$ cat src/rtl/conv_pkg.sv
// Shared widths, kernel rows and FSM states for the 3x3 convolution window feeder.
package conv_pkg;

    localparam int PIX_W  = 8;
    localparam int DATA_W = 24;

    // Kernel rows, byte order matches the data bus: [23:16]=x-2, [15:8]=x-1, [7:0]=x
    localparam logic [DATA_W-1:0] KROW0 = 24'hFFFFFF;
    localparam logic [DATA_W-1:0] KROW1 = 24'hFF08FF;
    localparam logic [DATA_W-1:0] KROW2 = 24'hFFFFFF;

    typedef enum logic [2:0] {
        ACCEPT,
        EMIT0,
        EMIT1,
        EMIT2,
        DONE
    } state_t;

endpackage

$ cat src/rtl/line_buffer.sv
// One image line of pixels: combinational read, synchronous single-port write.
module line_buffer
    import conv_pkg::*;
#(
    parameter int DEPTH = 8,
    parameter int AW    = $clog2(DEPTH)
) (
    input  logic             clk,
    input  logic             we,
    input  logic [AW-1:0]    waddr,
    input  logic [PIX_W-1:0] wdata,
    input  logic [AW-1:0]    raddr,
    output logic [PIX_W-1:0] rdata
);

    logic [PIX_W-1:0] mem [DEPTH];

    // Store the incoming pixel at its column; contents need no reset
    always_ff @(posedge clk) begin
        if (we) begin
            mem[waddr] <= wdata;
        end
    end

    assign rdata = mem[raddr];

endmodule

$ cat src/rtl/conv_window_feeder.sv
// Raster pixel stream in, 3x3 windows out to the MAC as three row beats with kernel rows.
module conv_window_feeder
    import conv_pkg::*;
#(
    parameter int IMG_W = 8,
    parameter int IMG_H = 8
) (
    input  logic              clk,
    input  logic              rst,
    input  logic [PIX_W-1:0]  pix_in,
    input  logic              pix_valid,
    output logic              pix_ready,
    output logic [DATA_W-1:0] data,
    output logic [DATA_W-1:0] weight,
    output logic              mac_valid,
    output logic              mac_start,
    output logic              frame_done
);

    localparam int XW = $clog2(IMG_W);
    localparam int YW = $clog2(IMG_H);
    localparam logic [XW-1:0] XLAST = XW'(IMG_W - 1);
    localparam logic [YW-1:0] YLAST = YW'(IMG_H - 1);

    state_t            state;
    logic [XW-1:0]     x;
    logic [YW-1:0]     y;
    logic [DATA_W-1:0] top_row;
    logic [DATA_W-1:0] mid_row;
    logic [DATA_W-1:0] bot_row;
    logic              last_win;

    logic [PIX_W-1:0]  lb1_q;
    logic [PIX_W-1:0]  lb2_q;
    logic              take;
    logic              win;
    logic [DATA_W-1:0] top_next;
    logic [DATA_W-1:0] mid_next;
    logic [DATA_W-1:0] bot_next;

    assign take = (state == ACCEPT) && pix_valid && pix_ready;
    assign win  = (x >= XW'(2)) && (y >= YW'(2));

    assign top_next = {top_row[DATA_W-PIX_W-1:0], lb2_q};
    assign mid_next = {mid_row[DATA_W-PIX_W-1:0], lb1_q};
    assign bot_next = {bot_row[DATA_W-PIX_W-1:0], pix_in};

    // lb1 holds row y-1, lb2 holds row y-2; on a take each line ages by one row
    line_buffer #(.DEPTH(IMG_W), .AW(XW)) u_lb1 (
        .clk   (clk),
        .we    (take),
        .waddr (x),
        .wdata (pix_in),
        .raddr (x),
        .rdata (lb1_q)
    );

    line_buffer #(.DEPTH(IMG_W), .AW(XW)) u_lb2 (
        .clk   (clk),
        .we    (take),
        .waddr (x),
        .wdata (lb1_q),
        .raddr (x),
        .rdata (lb2_q)
    );

    // Window FSM: outputs are registered, so each transition loads the beat of the next state
    always_ff @(posedge clk or posedge rst) begin
        if (rst) begin
            state      <= ACCEPT;
            x          <= '0;
            y          <= '0;
            top_row    <= '0;
            mid_row    <= '0;
            bot_row    <= '0;
            last_win   <= 1'b0;
            pix_ready  <= 1'b0;
            data       <= '0;
            weight     <= '0;
            mac_valid  <= 1'b0;
            mac_start  <= 1'b0;
            frame_done <= 1'b0;
        end else begin
            case (state)
                ACCEPT: begin
                    pix_ready  <= 1'b1;
                    mac_valid  <= 1'b0;
                    mac_start  <= 1'b0;
                    data       <= '0;
                    weight     <= '0;
                    frame_done <= 1'b0;
                    if (take) begin
                        top_row <= top_next;
                        mid_row <= mid_next;
                        bot_row <= bot_next;
                        if (x == XLAST) begin
                            x <= '0;
                            y <= (y == YLAST) ? '0 : y + 1'b1;
                        end else begin
                            x <= x + 1'b1;
                        end
                        if (win) begin
                            state     <= EMIT0;
                            pix_ready <= 1'b0;
                            mac_valid <= 1'b1;
                            mac_start <= 1'b1;
                            data      <= top_next;
                            weight    <= KROW0;
                            last_win  <= (x == XLAST) && (y == YLAST);
                        end
                    end
                end
                EMIT0: begin
                    state     <= EMIT1;
                    mac_start <= 1'b0;
                    data      <= mid_row;
                    weight    <= KROW1;
                end
                EMIT1: begin
                    state  <= EMIT2;
                    data   <= bot_row;
                    weight <= KROW2;
                end
                EMIT2: begin
                    mac_valid <= 1'b0;
                    data      <= '0;
                    weight    <= '0;
                    if (last_win) begin
                        state      <= DONE;
                        frame_done <= 1'b1;
                    end else begin
                        state     <= ACCEPT;
                        pix_ready <= 1'b1;
                    end
                end
                DONE: begin
                    state      <= ACCEPT;
                    frame_done <= 1'b0;
                    pix_ready  <= 1'b1;
                    last_win   <= 1'b0;
                    x          <= '0;
                    y          <= '0;
                end
                default: begin
                    state     <= ACCEPT;
                    pix_ready <= 1'b0;
                end
            endcase
        end
    end

endmodule
$ cat config.mk
export PLATFORM = sky130hd
export DESIGN_NAME = conv_window_feeder
export DESIGN_NICKNAME = d
export VERILOG_FILES = /design/src/rtl/conv_pkg.sv /design/src/rtl/line_buffer.sv /design/src/rtl/conv_window_feeder.sv
export SDC_FILE = /design/constraint.sdc
export NUM_CORES = 1
export LEC_CHECK = 0
export ABC_CLOCK_PERIOD_IN_PS = 4500
export CORE_ASPECT_RATIO = 1.25
export CORE_UTILIZATION = 50
export CTS_BUF_LIST = sky130_fd_sc_hd__clkbuf_16
export DETAILED_ROUTE_END_ITERATION = 10
export PLACE_DENSITY = 0.72
export SLEW_MARGIN = 40
export SYNTH_ARGS = -nofsm -noshare
export SYNTH_HDL_FRONTEND = slang
export SYNTH_SLANG_ARGS = --single-unit
$ cat constraint.sdc
create_clock -name clk -period 4.5 [get_ports clk]
set_input_delay 1.125 -clock clk [delete_from_list [all_inputs] [get_ports clk]]
set_output_delay 1.125 -clock clk [all_outputs]
set_load 0.05 [all_outputs]
# After elaboration in Yosys (flattened, before gate mapping)
# Memory sizes are Yosys's and may differ from the RTL's.
# Index checks and enable logic that the tools add are counted.
dict set report totals {
  regBits 126
  ram_bits 128
  input_bits 11
  out_inout_bits 52
  word_cells 82
  n_memories 2
}
dict set report op_classes {
  addsub 2
  magnitude_cmp 2
  n_eq_ne 11
  mux 32
  bitwise_logic 1
  n_reduce_logical 19
}
# name depth word_bits read_ports rd_ports_with_merged_regs wr line_no
set memory_table {}
lappend memory_table {u_lb1.mem 8 8 1 0 1 line_buffer.sv:16} ;# logic [PIX_W-1:0] mem [DEPTH];
lappend memory_table {u_lb2.mem 8 8 1 0 1 line_buffer.sv:16}
# cell count
set op_table {}
lappend op_table {{one-hot mux 24 bit (4 select lines)} 2}
lappend op_table {{two-way mux 24 bit} 4}
lappend op_table {{two-way mux 3 bit} 8}
lappend op_table {{one-hot mux 3 bit (2 select lines)} 2}
lappend op_table {{one-hot mux 3 bit (4 select lines)} 1}
lappend op_table {{two-way mux 1 bit} 10}
lappend op_table {{AND reduction 2 bit} 5}
lappend op_table {{== test 3 bit (second input constant)} 3}
lappend op_table {{inequality test 2 bit (second input constant)} 4}
lappend op_table {{one-hot mux 1 bit (2 select lines)} 4}
lappend op_table {{nonzero test 2 bit} 4}
lappend op_table {{adder 3 x 1 -> 3 bit (second input constant)} 2}
lappend op_table {{== test 3 x 2 -> 1 bit (second input constant)} 2}
lappend op_table {{>= comparator 3 x 2 -> 1 bit (second input constant)} 2}
lappend op_table {{AND reduction 3 bit} 2}
lappend op_table {{logical AND 1 bit} 4}
lappend op_table {{one-hot mux 1 bit (4 select lines)} 1}
lappend op_table {{nonzero test 4 bit} 1}
lappend op_table {{OR reduction 2 bit} 2}
lappend op_table {{== test 3 x 1 -> 1 bit (second input constant)} 1}
lappend op_table {{logical NOT 3 bit} 1}
lappend op_table {{inequality test 2 x 1 -> 1 bit (second input constant)} 1}
lappend op_table {{NOT 1 bit} 1}

# Depth between registers and ports, before layout
dict set report logic_depth {
  depth_word 5
  depth_mapped 8
  ltp_nobuf 5
}

# Hierarchy
# From an unflattened synthesis, not the netlist that was laid out.
dict set report hier_totals {
  cells_unflattened 588
  hier_area_um2 9766.9
}
# module instances cells_each area_per_inst_um2 seq_area_each_um2
set by_module_without_submodules {}
lappend by_module_without_submodules {line_buffer 2 106 2531.2 1921.8}
lappend by_module_without_submodules {conv_window_feeder 1 376 4704.5 2602.5}

# Least setup slack after synthesis
# Ideal clock, no wire load.
dict set report synth_path {
  path_type {input to register}
  start {input port pix_valid}
  end {memory u_lb1.mem[2][0], enable pin}
  setup_time_ns 0.409
  arrival_time_ns 2.610
  required_ns 4.091
  setup_slack_ns 1.481
  stages 3
  path_buffers 1
  cell_sequence {nand2_1 clkbuf_1 nor3_1}
}
dict set report synth_between {
  elab_chain_cells 4
}
# item line_no
set synth_rtl {}
lappend synth_rtl {{from (decl)} conv_window_feeder.sv:11} ;# input logic pix_valid,
lappend synth_rtl {{logical AND 1 bit (2 in a row)} conv_window_feeder.sv:41} ;# assign take = (state == ACCEPT) && pix_valid && pix_ready;
lappend synth_rtl {{two-way mux 1 bit} line_buffer.sv:20} ;# if (we) begin
lappend synth_rtl {{two-way mux 1 bit (implied by the code)} line_buffer.sv:21} ;# mem[waddr] <= wdata;
lappend synth_rtl {{to (decl)} line_buffer.sv:16}
# No other way between the ends.

==> metrics.csv <==
stage,metric,value,unit
outcome,status,"finished, final reports clean",
global_route,first-pass GRT wire length,33200,um
pwr,switch share,38.0,%
min_path,hold path depth,2,
sta,final hold slack,475,ps
pwr,clock share of power,23.8,%
placement,placed cell area,10300,um2
drt,Routed WL per cell,19.4,um
yosys,post-synth net total,761,
clocking,post-CTS setup buffer count,0,
worst_setup_path,CP max stage cell,clkdlybuf4s50_1,
yosys,Synth cell types,53,
clocking,root buf cell,clkbuf_16,
pwr,maximum vdd drop,401,uV
yosys,mapped cell area,9620,um2
worst_setup_path,critical path class,reg -> out,
global_route,vias in the first global route,6232,
sta,Peak Freq,321,MHz
drt,Post-DRT Antenna Nets,0,
clocking,TritonCTS clock tree,yes,
placement,PortBufs,62,
sta,post-route minimum period,3110,ps
pwr,Psw,3.18,mW
layout,"commonest non-fill, non-tap cell in the layout",nand2_1,
worst_setup_path,r2r startpoint,state[2],
yosys,Yosys top cell area share,39.9,%
run,max cap viols,0,
clocking,Post-CTS Hold Fix Bufs,0,
layout,diodes inserted,0,
layout,Final Cell Area,11100,um2
worst_setup_path,Worst Path Max Fanout,18,
layout,Final #Nets,797,
floorplanning,Core Region,18800,um2
worst_setup_path,critical path startpoint category,register,
global_route,initial antenna violation count,0,
floorplanning,Die Y,157,um
floorplanning,Initial Utilization,51.2,%
yosys,Synth Area in XOR/XNOR,0,%
pwr,Reg power frac,39.6,%
yosys,leading area contributor after synthesis,edfxtp_1,
worst_setup_path,Reg2Reg Setup Slack,1690,ps
yosys,"flops & latches, synth",232,
worst_setup_path,crit path cell chain,clkdlybuf4s50_1,
yosys,"Seq/Total Area, Yosys",67.0,%
worst_setup_path,crit path buf inv count,1,
layout,Syn-to-layout area delta,15.0,%
drt,Vias,5973,
drt,DRC viols,0,
clocking,cts bufs inserted,23,
drt,Routed Wire Length,20000,um
yosys,compound-cell area share of the yosys netlist,9.60,%
worst_setup_path,critical path arrival,1990,ps
sta,max-slew violation count,0,
clocking,CTS clock-pin slew for the worst setup and hold paths,60,ps
floorplanning,die width,126,um
worst_setup_path,crit-path max cell delay,890,ps
worst_setup_path,Crit. End Element,output port,
global_route,GRT Resource Usage Total,21.4,%
yosys,synth warn,0,
sta,RSZ-0062 raised after global routing,false,
min_path,hold_sp,mid_row[17],
yosys,post-synthesis async set-or-reset flop share,44.8,%
drt,number of vias per cell,5.80,
worst_setup_path,Worst R2R Path Depth,5,
floorplanning,Site Rows,56,
yosys,"EDFF count, synth",128,
worst_setup_path,CP required,3380,ps
pwr,Pint,5.20,mW
pwr,PD cells,758,nW/um2
min_path,hold path endpoint,mid_row[17],
min_path,Hold Crit Class,reg -> reg,
floorplanning,# IOs,63,
layout,"commonest non-fill, non-tap cells in the layout","nand2_1 (173), edfxtp_1 (128), dfrtp_1 (100)",
yosys,syn_area_per_cell,12.9,um2
yosys,main combinational cell family by area after synthesis,simple AND/OR/NAND/NOR gates,
sta,final setup TNS,0,ps
floorplanning,DIE AREA,19800,um2
yosys,simple-gate share of the synthesized area,11.0,%
sta,Fin Clk Skew,6.91,ps
placement,HPWL Detailed,12700,um
clocking,clk buf depth,3,
layout,layout cells sized above 1,12.0,%
yosys,post-synthesis mux area share,6.62,%
sta,Final period util,69.2,%
sta,"Hold Vio Cnt, Final",0,
pwr,Leak,4.44,nW
clocking,CTS HTree Levels,1,
drt,Pre-antenna DRT Iters,5,
clocking,# clock sinks,232,
yosys,Post-synth top flop,edfxtp_1,
yosys,Post-Synth Adder-Cell Area,0.520,%
sta,actual slew at the worst max-slew pin,802,ps
sta,Worst slew margin,46.5,%
global_route,"Remaining Overflow, GRT",0,
placement,Final GP Congestion,0.885,
clocking,cts repair resizes,0,
worst_setup_path,reg2reg end,u_lb1.mem[7][2],
drt,initial drt markers,699,
yosys,Mapped Cells,746,
global_route,largest net degree at the start of global routing,69,
clocking,worst skew pair latency,500,ps
worst_setup_path,CP top delay family,buffers and inverters,
yosys,Synth area leaders,"edfxtp_1 (40%), dfrtp_1 (27%), nand2_1 (6.8%)",
pwr,Logic pwr share,36.6,%
sta,"Setup violations, final",0,
## layer usage
metal | share of wire [%] | vias up | global-route usage, %
met1 | 41 | 2948 | 27.6
met4 | 3.9 | 0 | 9.64
met3 | 5.6 | 67 | 3.33
met2 | 49 | 235 | 35.9
met5 | 0 | - | 0
li1 | - | 2723 | -
## area by class of cell
type	instances	area, um2
clock inverter	17	214
sequential	232	6450
fill	1438	7720
tap	232	290
multi-input combinational	425	2690
timing repair buffer	80	756
clock buffer	23	576
inverter	20	80.1
## worst max-delay path by stage
stage / from / to / cells after the start
6_report: weight[22] / weight[6] / 1
5_1_grt: weight[22] / weight[23] / 1
4_1_cts: weight[22] / weight[6] / 1
3_5_place_dp: pix_valid / u_lb1.mem[7][2] / 5
3_3_place_gp: pix_valid / u_lb1.mem[7][4] / 5
2_1_floorplan: rst / bot_row[0] / 1
## synthesized netlist by cell type, types with 6 or more instances
cell type  count
nor3_1         7
edfxtp_1     128
nor2_1        21
a21oi_1       34
nand2b_1       6
mux4_2        13
a221oi_1       8
mux2i_1       25
clkbuf_1      16
inv_1         19
o21ai_0       20
buf_4         32
nand3b_1       7
mux2_2         7
a211oi_1       6
o22ai_1        8
nand2_1      174
buf_2         18
nor2b_1        9
a221o_1       17
a22oi_1       10
dfrtp_1      104
## registers in the layout, indices dropped and copies added, names as in the netlist
name	cells
weight	2
u_lb1.mem	64
mac_valid	1
mac_start	1
state	3
pix_ready	1
bot_row	24
top_row	16
frame_done	1
last_win	1
data	24
x	3
u_lb2.mem	64
y	3
mid_row	24
## per-stage QoR
step	utilization [%]	instances	total power, mW	worst slack [ps]
floorplan	-	746	5.62	643
global placement	54.7	989	6.31	1300
detailed placement	54.7	989	6.42	1250
CTS	58.9	1029	8.43	1350
global route	58.9	1029	8.82	1280
finish	58.9	1029	8.38	1390
## logic make-up (layout without fill, tap and decap cells)
family,Yosys count,in the layout
AO/OA/AOI/OAI,132,132
AND/OR/NAND/NOR,243,243
multiplexers,46,46
flip-flops,232,232
adder cells (fa/ha/maj),4,4
buffers and inverters,89,140
## power by group through the flow
stage / Combinational [mW] / Clock [mW] / Sequential [mW]
global placement: 2.99 / 0 / 3.33
finish: 3.07 / 1.99 / 3.32
floorplan: 2.13 / 0 / 3.48
detailed placement: 3.06 / 0 / 3.36
CTS: 3.07 / 2.03 / 3.32
global route: 3.31 / 2.11 / 3.40
No activity file was read; power rests on OpenSTA's default activity.
==> RTL edit (config.mk and constraints unchanged) <==
Make the reset (`rst`) synchronous in one clocked block.
--- a/src/rtl/conv_window_feeder.sv
+++ b/src/rtl/conv_window_feeder.sv
@@ -65,7 +65,7 @@
     );
 
     // Window FSM: outputs are registered, so each transition loads the beat of the next state
-    always_ff @(posedge clk or posedge rst) begin
+    always_ff @(posedge clk) begin
         if (rst) begin
             state      <= ACCEPT;
             x          <= '0;
Behaviour: differs if rst is asserted again (counterexample within 4 cycles, from zero or initial values and one cycle with rst high); with rst held inactive, the same outputs for 10 cycles.
==> RTL edit against the original RTL <==
- routed wire length is 13% lower
- setup slack improved by 12 ps
- utilization fell by 0.31 points
- global-route usage shrank 2.4 points
- critical endpoint is now weight[23]
- synthesized area fell by 4.0%
- design area down 4.1%
- via count shrank 6.3%
- sequential cell count grew 3
- highest routed layer unchanged
- die area decreased by 3.9%
Power is not compared: it rests on default switching activity, and its combinational part moved more than twofold at a synthesized area within 25%.
==> RTL edit: results (changes against the original RTL) <==
[status]
status=finished clean

[worst_setup_path]
rr_startpoint=x[0]$_SDFFE_PP0N_
cp-startpoint=weight[22]$_SDFFE_PP0P_
critPathMaxFanout=18  ; unchanged
ff2ff_path_depth=7  ; +2
crit_path_end=weight[23]
crit_slowest_cell=clkdlybuf4s50_1
slowest_delay_ps=890  ; about the same
rrSetupSlack_ps=2420  ; +730 ps
crit_family=buffers and inverters
r2r_end=weight[15]$_SDFFE_PP0P_

[global_route]
grt_max_degree=69  ; unchanged
grt_pass1_wl_um=28300  ; -15%
use_met3_pct=2.634  ; -0.70 points
met2_usage_pct=31.06  ; -4.8 points
use_met1_pct=26.00  ; -1.6 points
grt_use_total_pct=18.95  ; -2.4 points
antenna_found_initial=0  ; unchanged
first_global_vias=5342  ; -14%

[detailed_routing]
wirelength_um=17350  ; -13%
first_pass_iters=7  ; +2
drtIter0Drc=598  ; -14%
num_vias=5598  ; -6.3%

[hold_path]
hold_path_end=bot_row[18]$_SDFFE_PP0P_
holdPathStages=2  ; unchanged
hp-start=bot_row[18]$_SDFFE_PP0P_
hp-class=register to register

[power]
leakage_nw=3.336
peakVddDrop_uv=266.8

[clocking]
clock_path_buffers=3  ; unchanged
clkTransAtPathRegs_ps=60  ; about the same
post_cts_buffers=0  ; unchanged
root_buffer=clkbuf_16
cts_resized=0  ; unchanged
clock_latency_ps=510
cts-buffers-inserted=22  ; -4.3%
htree_levels=1  ; unchanged

[synth]
synthDistinctLibCells=41  ; -23%
synth_edf_count=128  ; unchanged
synth.yosys.seq_area_share_pct=64.78  ; -2.2 points
ys_top_cells_by_area=edfxtp_1 (42%), dfxtp_1 (23%), mux4_2 (7.8%), nand2_1 (5.2%), a21oi_1 (3.1%)
yosysWarnings=0  ; unchanged
synthFlopType=edfxtp_1
ys_async_sr_fraction_pct=0  ; -45 points
synth_top_cells_by_count=edfxtp_1 (128), nand2_1 (127), dfxtp_1 (107), a21oi_1 (57), nor2_1 (45)
syn_nets=733  ; -3.7%

[placed_design]
io_buffers=62  ; unchanged
gp_congestion=0.7504  ; -15%
placed_cell_area_um2=9921  ; -3.4%
place_hpwl_um=10190  ; -20%

[finish]
reg_top3=u_lb1.mem (64), u_lb2.mem (64)
fillers=1401  ; -2.6%
nets=764  ; -4.1%
drive_gt1_share_pct=16.36  ; +4.3 points
n_antenna_cell=0  ; unchanged

[sta]
worst_slew_pin_slew_ps=662.6  ; -139.2 ps
skew_ps=16.52  ; +9.607 ps

RTL edit: power by group:
part | internal, mW | switching, mW | leakage, nW
sequential | 2.30 | 0.0232 | 2.02
combinational | 0.0629 | 0.0999 | 0.950
clock | 1.00 | 0.753 | 0.361
RTL edit: final cells by class:
class	instances	share of cell area, %
clock inverters	18	1.274
multi-input cells	384	26.44
inverters	26	0.9201
well taps	228	2.690
flip-flops and latches	235	56.46
repair buffers	79	7.031
clock buffers	22	5.191
RTL edit: routing by layer:
layer | routed length, µm | up-vias
met5 | 0 | -
met4 | 383 | 0
met3 | 827 | 32
met2 | 8636 | 170
met1 | 7502 | 2737
li1 | - | 2659
RTL edit: logic make-up (layout without fill, tap and decap cells):
family | Yosys count | in the layout | share of synthesized area [%]
mux | 48 | 48 | 9.749
buf+inv | 98 | 145 | 5.308
fa+ha+maj | 5 | 5 | 0.6770
compound gates | 117 | 117 | 9.723
simple gates | 214 | 214 | 9.763
flops | 235 | 235 | 64.78
RTL edit: through the flow:
stage               total power [mW]  instances  utilization (%)  hold slack [ps]  setup WS [ps]
global route                   4.386        992            58.60            466.2           1227
finish                         4.240        992            58.60            455.4           1399
detailed placement             2.531        952            54.82            446.7           1534
CTS                            4.276        992            58.60            455.5           1354
global placement               2.521        952            54.80            443.2           1612
floorplan                      2.479        717                -            436.1          979.1
